$ cat src/rtl/mem_arb_pkg.sv
// Shared definitions for the IF/MEM shared-port arbiter: FSM encoding and bus widths.
package mem_arb_pkg;

  localparam int unsigned WORD_W = 32;
  localparam int unsigned SEL_W  = 4;

  localparam logic [SEL_W-1:0] SEL_ALL = SEL_W'('1);

  typedef enum logic [1:0] {
    IDLE    = 2'd0,
    IF_ACC  = 2'd1,
    MEM_ACC = 2'd2,
    IF_DROP = 2'd3
  } arb_state_t;

endpackage

$ cat src/rtl/mem_arb.sv
// Arbiter sharing one RAM port between instruction fetch and data memory stages.
// Optional anti-starvation for fetch is enabled by defining MEM_ARB_STARVE_EN.
module mem_arb
  import mem_arb_pkg::*;
#(
  parameter int unsigned STARVE_LIMIT = 4
) (
  input  logic              clk,
  input  logic              rst,
  input  logic              if_req,
  input  logic [WORD_W-1:0] if_addr,
  output logic [WORD_W-1:0] if_rdata,
  output logic              if_ack,
  input  logic              mem_req,
  input  logic              mem_we,
  input  logic [SEL_W-1:0]  mem_sel,
  input  logic [WORD_W-1:0] mem_addr,
  input  logic [WORD_W-1:0] mem_wdata,
  output logic [WORD_W-1:0] mem_rdata,
  output logic              mem_ack,
  input  logic              flush,
  output logic              ram_req,
  output logic              ram_we,
  output logic [SEL_W-1:0]  ram_sel,
  output logic [WORD_W-1:0] ram_addr,
  output logic [WORD_W-1:0] ram_wdata,
  input  logic [WORD_W-1:0] ram_rdata,
  input  logic              ram_ack,
  output logic              stallreq_if,
  output logic              stallreq_mem
);

  arb_state_t state;
  logic       if_grant;
  logic       mem_grant;

  // A zero limit would hand every IDLE cycle to fetch; reject it at elaboration.
  if (STARVE_LIMIT == 0) begin : g_limit_check
    $error("mem_arb: STARVE_LIMIT must be nonzero");
  end

`ifdef MEM_ARB_STARVE_EN
  localparam int unsigned CNT_W = $clog2(STARVE_LIMIT + 2);

  logic [CNT_W-1:0] starve_cnt;
  logic             starved;

  assign starved   = (starve_cnt >= CNT_W'(STARVE_LIMIT));
  assign if_grant  = (state == IDLE) && if_req && !flush && (starved || !mem_req);
  assign mem_grant = (state == IDLE) && mem_req && !if_grant;

  // Counts MEM wins over a waiting fetch; saturates so a flushed IF keeps its turn.
  always_ff @(posedge clk) begin
    if (rst) begin
      starve_cnt <= '0;
    end else if (if_grant) begin
      starve_cnt <= '0;
    end else if (mem_grant && if_req && !starved) begin
      starve_cnt <= starve_cnt + CNT_W'(1);
    end
  end
`else
  assign mem_grant = (state == IDLE) && mem_req;
  assign if_grant  = (state == IDLE) && if_req && !flush && !mem_req;
`endif

  always_ff @(posedge clk) begin
    if (rst) begin
      state     <= IDLE;
      ram_req   <= 1'b0;
      ram_we    <= 1'b0;
      ram_sel   <= '0;
      ram_addr  <= '0;
      ram_wdata <= '0;
    end else begin
      case (state)
        IDLE: begin
          if (mem_grant) begin
            state     <= MEM_ACC;
            ram_req   <= 1'b1;
            ram_we    <= mem_we;
            ram_sel   <= mem_sel;
            ram_addr  <= mem_addr;
            ram_wdata <= mem_wdata;
          end else if (if_grant) begin
            state     <= IF_ACC;
            ram_req   <= 1'b1;
            ram_we    <= 1'b0;
            ram_sel   <= SEL_ALL;
            ram_addr  <= if_addr;
            ram_wdata <= '0;
          end
        end
        // A flush leaves the RAM transaction running but forgets its result.
        IF_ACC: begin
          if (ram_ack) begin
            state   <= IDLE;
            ram_req <= 1'b0;
          end else if (flush) begin
            state <= IF_DROP;
          end
        end
        MEM_ACC, IF_DROP: begin
          if (ram_ack) begin
            state   <= IDLE;
            ram_req <= 1'b0;
          end
        end
        default: state <= IDLE;
      endcase
    end
  end

  assign if_ack       = (state == IF_ACC) && ram_ack && !flush;
  assign mem_ack      = (state == MEM_ACC) && ram_ack;
  assign if_rdata     = if_ack  ? ram_rdata : '0;
  assign mem_rdata    = mem_ack ? ram_rdata : '0;
  assign stallreq_if  = if_req  && !if_ack;
  assign stallreq_mem = mem_req && !mem_ack;

endmodule

$ cat config.mk
export PLATFORM = sky130hd
export DESIGN_NAME = mem_arb
export DESIGN_NICKNAME = d
export VERILOG_FILES = /design/src/rtl/mem_arb_pkg.sv /design/src/rtl/mem_arb.sv
export SDC_FILE = /design/constraint.sdc
export NUM_CORES = 1
export LEC_CHECK = 0
export ABC_AREA = 1
export CORE_MARGIN = 4
export CORE_UTILIZATION = 35
export CTS_CLUSTER_DIAMETER = 120
export DETAILED_ROUTE_END_ITERATION = 7
export PLACE_DENSITY = 0.83
export SYNTH_ARGS = -nofsm -noshare
export SYNTH_HDL_FRONTEND = slang
export SYNTH_SLANG_ARGS = --single-unit
$ cat constraint.sdc
create_clock -name clk -period 1.93 [get_ports clk]
set_clock_uncertainty 0.15 [all_clocks]
set_input_delay 0.386 -clock clk [delete_from_list [all_inputs] [get_ports clk]]
set_output_delay 0.386 -clock clk [all_outputs]
set_load 0.02 [all_outputs]
==> flow_summary_export.csv <==
group,metric,value,unit
sta,tightestPinTransition,331,ps
place,gp_congestion,0.927,
final_layout,areaGrowthSynthToFinish,108,%
yosys,synth_top_area_share,38.4,%
place,dp_hpwl,11.0,mm
sta,fin_ws,-377,ps
sta,timing.fmax,433,MHz
sta,period_needed,2310,ps
grt,antenna_found_initial,0,
yosys,synth_seq_cells,72,
route,viasPerCell,4.82,
critical_path,crit_arrival,1770,ps
grt,overflow,0,
yosys,yosysSeqAreaShare,38.4,%
grt,grt_usage,23.9,%
sta,rsz0062_at_grt,"yes",
run_status,outcome,"finished, violations left",
yosys,synth_warnings,0,
cts,path_clk_slew,80,ps
yosys,syn-instance-count,588,
yosys,syn_nets,727,
critical_path,r2r-start,"state[1]",
cts,clk_latency,330,ps
die,die-area,12400,um2
cts,cts_made_buffers,9,
die,die_y,112,um
yosys,synth_area_leaders,"dfxtp_1 38%, inv_1 11%, nand2_1 11%, nand3_1 8.9%, a21oi_1 8.3%",
die,core,10400,um2
cts,clock_path_buffers,2,
critical_path,cp.required,1390,ps
run_status,violations,"negative setup slack",
sta,fin_crit_sh,120,%
power,power,6.50,mW
critical_path,cp-start-kind,"flop",
final_layout,final_nets,1024,
die,num_rows,37,
critical_path,r2r_end,"ram_addr[28]",
critical_path,path_max_fanout,4,
route,drc,0,
cts,cts_root_buffer,"clkbuf_8",
hold_path,hold_end,"ram_wdata[20]",
sta,hold_viol,0,
route,first_iter_violations,267,
run,maxCapViolCount,0,
critical_path,reg2reg_depth,9,
die,io_pins,277,
yosys,synth_area,3750,um2
hold_path,min_path_cells,2,
cts,cts_max_level,3,
die,start_util,36.2,%
route,wl_per_cell,17.5,um
yosys,synth_cell_types,20,
critical_path,regToRegSetupSlack,190,ps
yosys,postSynthAreaPerCell,6.38,um2
place,placed_cell_area,6840,um2
grt,grt_start_max_net_pins,39,
final_layout,drive_gt1_share,24.2,%
power,leakagePower,3.51,nW
sta,setup_violations,68,
place,place.port_buffers,276,
cts,clock_sinks,72,
sta,maxSlewViolCount,0,
final_layout,n_antenna_cell,0,
sta,slew_headroom,77.8,%
critical_path,crit_path_end_kind,"primary output",
route,drt.antenna.violating_nets,0,
final_layout,fin_area,7800,um2
hold_path,min_from,"ram_wdata[20]",
cts,tritoncts,"built",
power,peakVddDrop,0.632,mV
route,drt-total-wl,18.0,mm
route,vias,4942,
die,die_w,112,um
yosys,synth_area_leader_cell,"dfxtp_1",
critical_path,path_class,"reg2out",
hold_path,hold_class,"reg2reg",
grt,grt_pass1_wl,23.9,mm
power,power_density,834,nW/um2
route,firstDrtPassIters,4,
grt,first_global_vias,4672,
[synth_stat cells (all sizes together)]
library cell and count:
inv 114, dfxtp 72, buf 33, nor3 2, a21oi 65, o21ai 39
clkbuf 8, nand3 68, or2 1, nor2 74, nand3b 2, nand2 110
[sequential cells by signal (all words and copies together), names as in the netlist]
register / count
state: 2
ram_we: 1
ram_addr: 32
ram_req: 1
ram_sel: 4
ram_wdata: 32
[power by group]
part | internal [mW] | switching (mW) | leakage (nW)
sequential | 1.77 | 0.145 | 0.595
combinational | 1.57 | 1.80 | 2.82
clock | 0.637 | 0.586 | 0.0989
[through the flow]
step | util [%] | hold slack [ps] | std cells | worst slack [ps] | TNS [ps]
after CTS | 70.7 | 333 | 1025 | -231 | -6780
after detailed placement | 66.0 | 313 | 993 | -802 | -51240
after global routing | 75.2 | 348 | 1026 | -445 | -17960
after floorplan | - | 383 | 588 | -12.4 | -671
final | 75.2 | 330 | 1026 | -377 | -13920
after global placement | 66.0 | 314 | 993 | -749 | -48620
[worst max path at each step]
stage,slack [ps],start,end
final,-380,state[0],if_rdata[0]
after floorplan,-10,state[1],mem_rdata[10]
after CTS,-230,state[1],if_rdata[14]
after global placement,-750,ram_ack,if_rdata[1]
after global routing,-440,state[0],if_rdata[0]
after detailed placement,-800,ram_ack,if_rdata[9]
[repair_timing]
item,CTS,global route
pin swaps,9,5
endpoints found under the setup margin,69,70
hold buffers,0,0
setup buffers,12,4
resized for setup,434,127
gates cloned,5,0
[cells in the final DEF (no fill, tap or decap), types with 11 or more instances in the layout]
| cell type | instances |
|---|---|
| a21oi_1 | 62 |
| buf_12 | 12 |
| buf_4 | 30 |
| buf_6 | 71 |
| clkdlybuf4s50_1 | 203 |
| dfxtp_1 | 70 |
| inv_1 | 108 |
| nand2_1 | 107 |
| nand3_1 | 67 |
| nor2_1 | 11 |
| nor2_4 | 61 |
| o21ai_0 | 39 |
[per-layer routing]
metal / share of wire, % / vias to the layer above / GRT usage [%]
li1: - / 2396 / -
met1: 37 / 2277 / 24.3
met2: 52 / 214 / 44.9
met3: 7.2 / 55 / 6.03
met4: 4.1 / 0 / 12.0
met5: 0 / - / 0
[area by class of cell]
class / instances / area, um2
repair buffers: 322 / 3350
fillers: 695 / 2570
multi-input cells: 361 / 2100
flip-flops and latches: 72 / 1450
inverters: 114 / 458
well taps: 136 / 170
clock buffers: 10 / 138
clock inverters: 6 / 67.6
repair inverters: 5 / 61.3
[cells by family (layout without fill, tap and decap cells)]
family / Yosys count / after routing / share of synthesized area [%]
AO/OA/AOI/OAI: 104 / 104 / 14.2
buffers and inverters: 155 / 457 / 17.9
flip-flops: 72 / 72 / 38.4
AND/OR/NAND/NOR: 257 / 257 / 29.5
[worst max-delay path: stages, from the launching register on]
cell	delay [ps]
dfxtp_4	380
nand2_4	70
nor3_4	320
clkinvlp_4	230
buf_6	180
nor2_2	110
buf_4	160
No activity file was read; power rests on OpenSTA's default activity.
